$ cat src/rtl/sram_axi_if.sv
// AXI4 channel bundle between a bus master and the SRAM slave.
// Signal names follow the AXI specification so waveforms read naturally.
interface sram_axi_if #(
    parameter int ID_W   = 8,
    parameter int ADDR_W = 32,
    parameter int DATA_W = 32,
    parameter int LEN_W  = 4
);
    logic [ID_W-1:0]     AWID;
    logic [ADDR_W-1:0]   AWADDR;
    logic [LEN_W-1:0]    AWLEN;
    logic [2:0]          AWSIZE;
    logic [1:0]          AWBURST;
    logic                AWVALID;
    logic                AWREADY;

    logic [DATA_W-1:0]   WDATA;
    logic [DATA_W/8-1:0] WSTRB;
    logic                WLAST;
    logic                WVALID;
    logic                WREADY;

    logic [ID_W-1:0]     BID;
    logic [1:0]          BRESP;
    logic                BVALID;
    logic                BREADY;

    logic [ID_W-1:0]     ARID;
    logic [ADDR_W-1:0]   ARADDR;
    logic [LEN_W-1:0]    ARLEN;
    logic [2:0]          ARSIZE;
    logic [1:0]          ARBURST;
    logic                ARVALID;
    logic                ARREADY;

    logic [ID_W-1:0]     RID;
    logic [DATA_W-1:0]   RDATA;
    logic [1:0]          RRESP;
    logic                RLAST;
    logic                RVALID;
    logic                RREADY;

    modport slave (
        input  AWID, AWADDR, AWLEN, AWSIZE, AWBURST, AWVALID,
        output AWREADY,
        input  WDATA, WSTRB, WLAST, WVALID,
        output WREADY,
        output BID, BRESP, BVALID,
        input  BREADY,
        input  ARID, ARADDR, ARLEN, ARSIZE, ARBURST, ARVALID,
        output ARREADY,
        output RID, RDATA, RRESP, RLAST, RVALID,
        input  RREADY
    );

    modport master (
        output AWID, AWADDR, AWLEN, AWSIZE, AWBURST, AWVALID,
        input  AWREADY,
        output WDATA, WSTRB, WLAST, WVALID,
        input  WREADY,
        input  BID, BRESP, BVALID,
        output BREADY,
        output ARID, ARADDR, ARLEN, ARSIZE, ARBURST, ARVALID,
        input  ARREADY,
        input  RID, RDATA, RRESP, RLAST, RVALID,
        output RREADY
    );
endinterface

$ cat src/rtl/sram_axi_slave.sv
// AXI4 slave fronting a single-port synchronous SRAM, one transaction (read or write) in flight.
// Latency: AR accept -> RVALID 2 cycles, 2 cycles per read beat; 1 cycle per write beat; B the cycle after WLAST.
// Backpressure: RDATA held while RREADY low; SRAM only touched on a W handshake or RD_REQ; AR/AW refused outside IDLE.
module sram_axi_slave #(
    parameter int ID_W   = 8,
    parameter int ADDR_W = 32,
    parameter int DATA_W = 32,
    parameter int LEN_W  = 4,
    parameter int MEM_AW = 14
) (
    input  logic                clk,
    input  logic                rst,
    sram_axi_if.slave           axi,
    output logic                sram_cs,
    output logic                sram_we,
    output logic [DATA_W/8-1:0] sram_bwe,
    output logic [MEM_AW-1:0]   sram_addr,
    output logic [DATA_W-1:0]   sram_wdata,
    input  logic [DATA_W-1:0]   sram_rdata
);
    typedef enum logic [2:0] {IDLE, RD_REQ, RD_DATA, WR_DATA, WR_RESP} state_t;

    localparam logic [MEM_AW-1:0] ADDR_ONE = MEM_AW'(1);
    localparam logic [LEN_W-1:0]  CNT_ONE  = LEN_W'(1);

    state_t              state_q, state_d;
    logic [ID_W-1:0]     id_q;
    logic [MEM_AW-1:0]   addr_q;
    logic [LEN_W-1:0]    len_q;
    logic [1:0]          burst_q;
    logic [LEN_W-1:0]    cnt_q;
    logic                err_q;
    logic                rd_first_q;
    logic [DATA_W-1:0]   rdata_q;

    logic aw_hs, ar_hs, w_hs, r_hs, b_hs, rd_last;
    logic [MEM_AW-1:0] addr_nxt;

    assign aw_hs    = axi.AWVALID && axi.AWREADY;
    assign ar_hs    = axi.ARVALID && axi.ARREADY;
    assign w_hs     = axi.WVALID  && axi.WREADY;
    assign r_hs     = axi.RVALID  && axi.RREADY;
    assign b_hs     = axi.BVALID  && axi.BREADY;
    assign rd_last  = (cnt_q == len_q);
    // FIXED holds the address; INCR and the reserved encoding both step by one word.
    assign addr_nxt = (burst_q == 2'b00) ? addr_q : addr_q + ADDR_ONE;

    // Word-only access: size and sub-word/upper address bits carry no meaning here.
    logic unused_bits;
    assign unused_bits = ^{axi.AWSIZE, axi.ARSIZE,
                           axi.AWADDR[ADDR_W-1:MEM_AW+2], axi.AWADDR[1:0],
                           axi.ARADDR[ADDR_W-1:MEM_AW+2], axi.ARADDR[1:0]};

    always_ff @(posedge clk or posedge rst) begin
        if (rst) state_q <= IDLE;
        else     state_q <= state_d;
    end

    always_comb begin
        state_d = state_q;
        case (state_q)
            IDLE:    if (aw_hs) state_d = WR_DATA;
                     else if (ar_hs) state_d = RD_REQ;
            RD_REQ:  state_d = RD_DATA;
            RD_DATA: if (r_hs) state_d = rd_last ? IDLE : RD_REQ;
            WR_DATA: if (w_hs && axi.WLAST) state_d = WR_RESP;
            WR_RESP: if (b_hs) state_d = IDLE;
            default: state_d = IDLE;
        endcase
    end

    always_comb begin
        axi.AWREADY = 1'b0;
        axi.ARREADY = 1'b0;
        axi.WREADY  = 1'b0;
        axi.BVALID  = 1'b0;
        axi.BID     = '0;
        axi.BRESP   = 2'b00;
        axi.RVALID  = 1'b0;
        axi.RID     = '0;
        axi.RDATA   = '0;
        axi.RRESP   = 2'b00;
        axi.RLAST   = 1'b0;
        sram_cs     = 1'b0;
        sram_we     = 1'b0;
        sram_bwe    = '0;
        sram_addr   = '0;
        sram_wdata  = '0;
        case (state_q)
            IDLE: begin
                // Gated by rst so every output reads 0 during reset.
                axi.AWREADY = !rst;
                axi.ARREADY = !rst && !axi.AWVALID;
            end
            RD_REQ: begin
                sram_cs   = 1'b1;
                sram_addr = addr_q;
            end
            RD_DATA: begin
                axi.RVALID = 1'b1;
                axi.RID    = id_q;
                // First cycle forwards the macro output, later stall cycles replay the captured copy.
                axi.RDATA  = rd_first_q ? sram_rdata : rdata_q;
                axi.RLAST  = rd_last;
            end
            WR_DATA: begin
                axi.WREADY = 1'b1;
                if (axi.WVALID) begin
                    sram_cs    = 1'b1;
                    sram_we    = 1'b1;
                    sram_bwe   = axi.WSTRB;
                    sram_addr  = addr_q;
                    sram_wdata = axi.WDATA;
                end
            end
            WR_RESP: begin
                axi.BVALID = 1'b1;
                axi.BID    = id_q;
                axi.BRESP  = err_q ? 2'b10 : 2'b00;
            end
            default: ;
        endcase
    end

    always_ff @(posedge clk or posedge rst) begin
        if (rst) begin
            id_q       <= '0;
            addr_q     <= '0;
            len_q      <= '0;
            burst_q    <= 2'b00;
            cnt_q      <= '0;
            err_q      <= 1'b0;
            rd_first_q <= 1'b0;
            rdata_q    <= '0;
        end else begin
            rd_first_q <= (state_q == RD_REQ);
            if (rd_first_q) rdata_q <= sram_rdata;
            case (state_q)
                IDLE: begin
                    if (aw_hs) begin
                        id_q    <= axi.AWID;
                        addr_q  <= axi.AWADDR[MEM_AW+1:2];
                        len_q   <= axi.AWLEN;
                        burst_q <= axi.AWBURST;
                        cnt_q   <= '0;
                        err_q   <= 1'b0;
                    end else if (ar_hs) begin
                        id_q    <= axi.ARID;
                        addr_q  <= axi.ARADDR[MEM_AW+1:2];
                        len_q   <= axi.ARLEN;
                        burst_q <= axi.ARBURST;
                        cnt_q   <= '0;
                    end
                end
                RD_DATA: begin
                    if (r_hs && !rd_last) begin
                        cnt_q  <= cnt_q + CNT_ONE;
                        addr_q <= addr_nxt;
                    end
                end
                WR_DATA: begin
                    if (w_hs) begin
                        cnt_q  <= cnt_q + CNT_ONE;
                        addr_q <= addr_nxt;
                        // A WLAST that disagrees with AWLEN is answered with SLVERR.
                        if (axi.WLAST) err_q <= (cnt_q != len_q);
                    end
                end
                default: ;
            endcase
        end
    end
endmodule

$ cat src/flat_wrapper.sv
// flat-port wrapper written by rule: the top's interface ports become plain ports
module sram_axi_slave_flat 
#(
    parameter int ID_W   = 8,
    parameter int ADDR_W = 32,
    parameter int DATA_W = 32,
    parameter int LEN_W  = 4,
    parameter int MEM_AW = 14
)
  (clk, rst, sram_cs, sram_we, sram_bwe, sram_addr, sram_wdata, sram_rdata, axi_AWID, axi_AWADDR, axi_AWLEN, axi_AWSIZE, axi_AWBURST, axi_AWVALID, axi_AWREADY, axi_WDATA, axi_WSTRB, axi_WLAST, axi_WVALID, axi_WREADY, axi_BID, axi_BRESP, axi_BVALID, axi_BREADY, axi_ARID, axi_ARADDR, axi_ARLEN, axi_ARSIZE, axi_ARBURST, axi_ARVALID, axi_ARREADY, axi_RID, axi_RDATA, axi_RRESP, axi_RLAST, axi_RVALID, axi_RREADY);
  sram_axi_if #(.ID_W(ID_W), .ADDR_W(ADDR_W), .DATA_W(DATA_W), .LEN_W(LEN_W)) axi_i ();
  input  logic clk;
  input  logic rst;
  output logic sram_cs;
  output logic sram_we;
  output logic [DATA_W/8-1:0] sram_bwe;
  output logic [MEM_AW-1:0] sram_addr;
  output logic [DATA_W-1:0] sram_wdata;
  input  logic [DATA_W-1:0] sram_rdata;
  input wire logic [$bits(axi_i.AWID)-1:0] axi_AWID;
  input wire logic [$bits(axi_i.AWADDR)-1:0] axi_AWADDR;
  input wire logic [$bits(axi_i.AWLEN)-1:0] axi_AWLEN;
  input wire logic [$bits(axi_i.AWSIZE)-1:0] axi_AWSIZE;
  input wire logic [$bits(axi_i.AWBURST)-1:0] axi_AWBURST;
  input wire logic [$bits(axi_i.AWVALID)-1:0] axi_AWVALID;
  output wire logic [$bits(axi_i.AWREADY)-1:0] axi_AWREADY;
  input wire logic [$bits(axi_i.WDATA)-1:0] axi_WDATA;
  input wire logic [$bits(axi_i.WSTRB)-1:0] axi_WSTRB;
  input wire logic [$bits(axi_i.WLAST)-1:0] axi_WLAST;
  input wire logic [$bits(axi_i.WVALID)-1:0] axi_WVALID;
  output wire logic [$bits(axi_i.WREADY)-1:0] axi_WREADY;
  output wire logic [$bits(axi_i.BID)-1:0] axi_BID;
  output wire logic [$bits(axi_i.BRESP)-1:0] axi_BRESP;
  output wire logic [$bits(axi_i.BVALID)-1:0] axi_BVALID;
  input wire logic [$bits(axi_i.BREADY)-1:0] axi_BREADY;
  input wire logic [$bits(axi_i.ARID)-1:0] axi_ARID;
  input wire logic [$bits(axi_i.ARADDR)-1:0] axi_ARADDR;
  input wire logic [$bits(axi_i.ARLEN)-1:0] axi_ARLEN;
  input wire logic [$bits(axi_i.ARSIZE)-1:0] axi_ARSIZE;
  input wire logic [$bits(axi_i.ARBURST)-1:0] axi_ARBURST;
  input wire logic [$bits(axi_i.ARVALID)-1:0] axi_ARVALID;
  output wire logic [$bits(axi_i.ARREADY)-1:0] axi_ARREADY;
  output wire logic [$bits(axi_i.RID)-1:0] axi_RID;
  output wire logic [$bits(axi_i.RDATA)-1:0] axi_RDATA;
  output wire logic [$bits(axi_i.RRESP)-1:0] axi_RRESP;
  output wire logic [$bits(axi_i.RLAST)-1:0] axi_RLAST;
  output wire logic [$bits(axi_i.RVALID)-1:0] axi_RVALID;
  input wire logic [$bits(axi_i.RREADY)-1:0] axi_RREADY;
  assign axi_i.AWID = axi_AWID;
  assign axi_i.AWADDR = axi_AWADDR;
  assign axi_i.AWLEN = axi_AWLEN;
  assign axi_i.AWSIZE = axi_AWSIZE;
  assign axi_i.AWBURST = axi_AWBURST;
  assign axi_i.AWVALID = axi_AWVALID;
  assign axi_AWREADY = axi_i.AWREADY;
  assign axi_i.WDATA = axi_WDATA;
  assign axi_i.WSTRB = axi_WSTRB;
  assign axi_i.WLAST = axi_WLAST;
  assign axi_i.WVALID = axi_WVALID;
  assign axi_WREADY = axi_i.WREADY;
  assign axi_BID = axi_i.BID;
  assign axi_BRESP = axi_i.BRESP;
  assign axi_BVALID = axi_i.BVALID;
  assign axi_i.BREADY = axi_BREADY;
  assign axi_i.ARID = axi_ARID;
  assign axi_i.ARADDR = axi_ARADDR;
  assign axi_i.ARLEN = axi_ARLEN;
  assign axi_i.ARSIZE = axi_ARSIZE;
  assign axi_i.ARBURST = axi_ARBURST;
  assign axi_i.ARVALID = axi_ARVALID;
  assign axi_ARREADY = axi_i.ARREADY;
  assign axi_RID = axi_i.RID;
  assign axi_RDATA = axi_i.RDATA;
  assign axi_RRESP = axi_i.RRESP;
  assign axi_RLAST = axi_i.RLAST;
  assign axi_RVALID = axi_i.RVALID;
  assign axi_i.RREADY = axi_RREADY;
  sram_axi_slave #(.ID_W(ID_W), .ADDR_W(ADDR_W), .DATA_W(DATA_W), .LEN_W(LEN_W), .MEM_AW(MEM_AW)) u_core (.clk(clk), .rst(rst), .axi(axi_i), .sram_cs(sram_cs), .sram_we(sram_we), .sram_bwe(sram_bwe), .sram_addr(sram_addr), .sram_wdata(sram_wdata), .sram_rdata(sram_rdata));
endmodule
$ cat config.mk
export PLATFORM = sky130hd
export DESIGN_NAME = sram_axi_slave_flat
export DESIGN_NICKNAME = d
export VERILOG_FILES = /design/src/rtl/sram_axi_if.sv /design/src/rtl/sram_axi_slave.sv /design/src/flat_wrapper.sv
export SDC_FILE = /design/constraint.sdc
export NUM_CORES = 1
export LEC_CHECK = 0
export CAP_MARGIN = 20
export CORE_UTILIZATION = 33
export CTS_CLUSTER_DIAMETER = 80
export DETAILED_ROUTE_END_ITERATION = 8
export PLACE_DENSITY = 0.83
export SYNTH_ARGS = -nofsm -noshare
export SYNTH_HDL_FRONTEND = slang
export SYNTH_SLANG_ARGS = --single-unit
$ cat constraint.sdc
create_clock -name clk -period 2.4 [get_ports clk]
set_clock_uncertainty 0.1 [all_clocks]
set_input_delay 0.48 -clock clk [delete_from_list [all_inputs] [get_ports clk]]
set_output_delay 0.48 -clock clk [all_outputs]
set_load 0.02 [all_outputs]
# Yosys cells after proc, flatten, opt, wreduce, memory -nomap -nowiden
# Index checks and enable logic that the tools add are counted.
[word_totals] in_bits=174 reg_bits=69 output_inout_bits=110
[op_classes] n_eq_ne=14 n_addsub=2 n_mux=49 reduce_logical=20
[ops] operator="32-bit 2-to-1 mux" n=4
[ops] operator="14-bit 2-to-1 mux" n=6
[ops] operator="14-bit case mux with 3 select lines" n=1
[ops] operator="4-bit 2-to-1 mux" n=8
[ops] operator="8-bit 2-to-1 mux" n=4
[ops] operator="14-bit case mux with 2 select lines" n=1
[ops] operator="3-bit 2-to-1 mux" n=5
[ops] operator="3-bit case mux with 5 select lines" n=1
[ops] operator="14-bit by 1-bit adder with 14-bit output, second input constant" n=1
[ops] operator="1-bit 2-to-1 mux" n=12
[ops] operator="2-bit by 1-bit != test with 1-bit output, second input constant" n=6
[ops] operator="4-bit case mux with 3 select lines" n=1
[ops] operator="4-bit AND reduction" n=3
[ops] operator="1-bit logical AND" n=8
[ops] operator="2-bit 2-to-1 mux" n=4
[ops] operator="3-bit by 2-bit == test with 1-bit output, second input constant" n=2
[ops] operator="4-bit by 1-bit adder with 4-bit output, second input constant" n=1
[ops] operator="4-bit == test" n=1
[ops] operator="4-bit != test" n=1
[ops] operator="1-bit case mux with 2 select lines" n=2
[ops] operator="2-bit nonzero test" n=2
[ops] operator="3-bit by 1-bit == test with 1-bit output, second input constant" n=1
[ops] operator="3-bit == test, second input constant" n=1
[ops] operator="1-bit logical NOT" n=3
[ops] operator="other kinds (6)" n=6

# Logic depth before layout (Yosys ltp)
[logic_depth] word_depth=7 ltp_mapped=8 ltp_nobuf=6

# Worst setup path after synthesis
# Ideal clock, no wire load.
[synth_path] kind="reg2out" startpoint="reg u_core.state_q[0]" endpoint="out sram_addr[10]" path_slack_ps=288 n_path_buf=2 stages_incl_launch_ff=6 arrival_ps=1532 cell_sequence="dfrtp_1 buf_4 nand2b_1 a21oi_1 clkbuf_1 and2_1"
[synth_via] elab_chain_len=2
[synth_rtl] item="start: declaration" line="sram_axi_slave.sv:26" rtl="state_t state_q, state_d;"
[synth_rtl] item="start signal: assignment" line="sram_axi_slave.sv:56" rtl="else state_q <= state_d;"
[synth_rtl] item="3-bit by 2-bit == test with 1-bit output / 3-bit by 1-bit == test with 1-bit output (equally long branches)" line="sram_axi_slave.sv:89" rtl="case (state_q)"
[synth_rtl] item="14-bit case mux with 2 select lines *" line="sram_axi_slave.sv:89"
[synth_rtl] item="end: declaration" line="flat_wrapper.sv:17" rtl="output logic [MEM_AW-1:0] sram_addr;"
# Every way passes the cells marked *; elsewhere a longest branch is shown, timed or not.

# Worst setup path after layout
[layout_path] startpoint="reg u_core.state_q[2]" endpoint="out axi_WREADY"
[layout_via] elab_chain_len=2
[layout_rtl] item="3-bit by 2-bit == test with 1-bit output" line="sram_axi_slave.sv:89"
[layout_rtl] item="1-bit 2-to-1 mux" line="sram_axi_slave.sv:89"
[layout_rtl] item="end: declaration" line="flat_wrapper.sv:31" rtl="output wire logic [$bits(axi_i.WREADY)-1:0] axi_WREADY;"
# No other way between the ends.

==> flow_summary_export.csv <==
group,metric,value,unit
status,status,"finished clean",
power,vdd_drop_max,0.520,mV
global_route,overflow,0,
logic_synthesis,yosysTopAreaCell,"dfrtp_1",
sta,min_period_over_period,98.0,%
global_route,grt_pass1_wl,21.2,mm
clock_tree,cts_tree,"built",
logic_synthesis,synth_top_area_share,41.5,%
sta,rsz0062_at_grt,"false",
clock_tree,cts-root-buf,"clkbuf_16",
sta,setup_ws,46.9,ps
logic_synthesis,yosys.area_share.simple,25.3,%
global_route,grt_use_met1,23.9,%
logic_synthesis,synthMuxAreaShare,13.7,%
floorplanning,ios,284,
routing,vias,4208,
logic_synthesis,synth_commonest_cells,"92 x and2_1, 69 x dfrtp_1, 32 x mux2_2",
floorplanning,num_rows,40,
layout,fin_area,7000,um2
routing,dr.pass1.iters,4,
layout,n_fill_cell,1050,
setup_path,r2r-end,"u_core.addr_q[1]",
run,cap_violations,0,
placement,portBuffers,238,
global_route,met2_usage,38.9,%
global_route,use_met3,3.44,%
floorplanning,design.core.area,12200,um2
logic_synthesis,seq_area_frac_synth,41.5,%
min_path,hold_end,"u_core.rdata_q[15]",
routing,drt-total-wl,13.7,mm
floorplanning,chipHeight,114,um
logic_synthesis,ys_top_cells_by_area,"dfrtp_1 41%, and2_1 14%, mux2_2 8.7%, mux2i_1 4.1%, nand2_1 2.7%",
sta,maxSlewViolCount,0,
sta,tightest_slew,613,ps
setup_path,crit_required,1820,ps
floorplanning,initial_utilization,34.2,%
logic_synthesis,yosysMostFrequentCell,"and2_1",
power,power.leakage,3.18,nW
logic_synthesis,synth-seq-cells,69,
logic_synthesis,syn_area_per_cell,9.50,um2
setup_path,worstSetupStartpointType,"flip-flop",
placement,gp_congestion,0.874,
placement,placed_area,6850,um2
routing,antenna_left,0,
logic_synthesis,synth_top_family_by_area,"simple AND/OR/NAND/NOR gates",
floorplanning,die_area,13100,um2
logic_synthesis,synthCells,438,
global_route,grt_most_used_layer,"met2",
setup_path,critical_path_arrival,1770,ps
placement,dp_hpwl,10.7,mm
layout,multiInputGateArea,2250,um2
clock_tree,cts.sinks,69,
setup_path,r2r_setup_slack,130,ps
setup_path,crit_fanout,4,
global_route,grt_max_degree,39,
routing,viasPerCell,4.90,
sta,setup_tns,0,ps
power,powerDensity,1130,nW/um2
sta,max_freq,425,MHz
sta,slew_headroom,58.8,%
clock_tree,cts.htree.levels,3,
logic_synthesis,synth-async-reset-ratio,100,%
clock_tree,clockBufferDepth,2,
logic_synthesis,synth_xor_area_share,0.842,%
logic_synthesis,synth-edff-count,0,
clock_tree,cts_buffers,9,
setup_path,startpoint,"u_core.state_q[2]",
logic_synthesis,syn_area,4160,um2
setup_path,reg2reg_from,"u_core.cnt_q[0]",
floorplanning,die_x,114,um
layout,drive_gt1_share,26.7,%
logic_synthesis,synth_compound_area_share,12.9,%
logic_synthesis,synth_ff_type,"dfrtp_1",
routing,wl_per_cell,16.0,um
global_route,grt_use_total,20.8,%
routing,drc,0,
global_route,antenna_found_initial,0,
global_route,grt_pass1_vias,4362,
placement,dp_slack,-383,ps
logic_synthesis,synth_cell_types,56,
min_path,min_from,"u_core.rdata_q[15]",
setup_path,reg2reg_depth,6,
min_path,hold_depth,1,
sta,period_needed,2350,ps
routing,drt_iter0_markers,207,
sta,setup_viol,0,
logic_synthesis,synth_adder_area_share,0.601,%
layout,area_growth,68.2,%
layout,seqCellArea,1730,um2
setup_path,worstSetupPathType,"reg2out",
min_path,min-delay-path-class,"reg2reg",
sta,hold_ws,390,ps
layout,n_antenna_cell,0,
clock_tree,clk_pin_slew,60,ps
sta,finalHoldViolCount,0,
logic_synthesis,yosysWarnings,0,
clock_tree,insertion_delay,320,ps
layout,nets,862,
setup_path,crit_path_end_kind,"output port",
-- cells in the final DEF (no fill, tap or decap), types with 8 or more instances in the layout --
cell / netlist / final
dfrtp_1: 69 / 68
dlygate4sd2_1: 0 / 13
clkdlybuf4s50_1: 0 / 131
clkdlybuf4s15_2: 0 / 38
buf_4: 4 / 29
nor2_1: 16 / 16
mux2i_1: 17 / 17
buf_2: 8 / 11
clkbuf_16: 0 / 9
mux2_2: 32 / 32
nor3_1: 12 / 12
a31oi_1: 8 / 8
and2_1: 92 / 92
o21ai_0: 22 / 21
o22a_1: 8 / 8
nand2_1: 30 / 30
and3_1: 11 / 10
clkbuf_2: 0 / 39
-- flip-flops by register name, summed over array words and instances, names as in the netlist --
| name | cells |
|---|---|
| u_core.addr_q | 14 |
| u_core.rdata_q | 32 |
| u_core.len_q | 4 |
| u_core.rd_first_q | 1 |
| u_core.id_q | 8 |
| u_core.burst_q | 2 |
| u_core.state_q | 3 |
| u_core.err_q | 1 |
| u_core.cnt_q | 4 |
-- worst max-delay path by stage --
stage / end / slack (ps) / depth (start not counted)
finish: axi_WREADY / 50 / 3
global route: axi_BRESP[1] / 10 / 6
CTS: axi_RDATA[8] / -7 / 6
detailed placement: sram_addr[13] / -380 / 6
global placement: sram_addr[4] / -370 / 6
floorplan: u_core.addr_q[0] / 80 / 1
-- cells by family (layout without fill, tap and decap cells) --
group,Yosys count,count (layout)
AO/OA/AOI/OAI,80,80
XOR/XNOR,4,4
adder cells (fa/ha/maj),2,2
buffers and inverters,44,294
flip-flops,69,69
multiplexers,52,52
other,1,3
AND/OR/NAND/NOR,186,186
-- report_power, final --
part / switching, mW / internal [mW]
logic: 2.35 / 2.03
registers: 0.390 / 1.74
clock network: 0.482 / 0.905
-- through the flow --
| stage | std cells | total power [mW] | utilization, % |
|---|---|---|---|
| after detailed placement | 839 | 6.83 | 56.4 |
| after floorplan | 440 | 4.87 | - |
| after global routing | 858 | 8.42 | 57.6 |
| after global placement | 839 | 6.65 | 56.4 |
| after CTS | 857 | 7.96 | 58.5 |
| final | 858 | 7.90 | 57.6 |
-- cell type report --
cell class / count / area share [%]
multi-input cells: 327 / 32.2
flip-flops and latches: 69 / 24.7
well taps: 168 / 3.00
inverters: 7 / 0.375
clock inverters: 4 / 1.05
repair buffers: 272 / 35.4
clock buffers: 11 / 3.32
-- routing by layer --
layer | up-vias | wire length [um]
met5 | - | 0
met4 | 0 | 232
met3 | 21 | 737
met2 | 171 | 7260
met1 | 2001 | 5510
li1 | 2015 | -
-- timing repair --
item | 4_1_cts | 5_1_grt
buffers inserted | 3 | 0
endpoints found under the setup margin | 107 | 94
hold buffers | 0 | 0
resized for setup | 227 | 81
-- worst max-delay path: stages, from the launching register on --
cell and delay, ps:
dfrtp_1 390, nor2b_2 220, and2_1 230, clkdlybuf4s50_1 620
(Power assumes the default switching activity.)
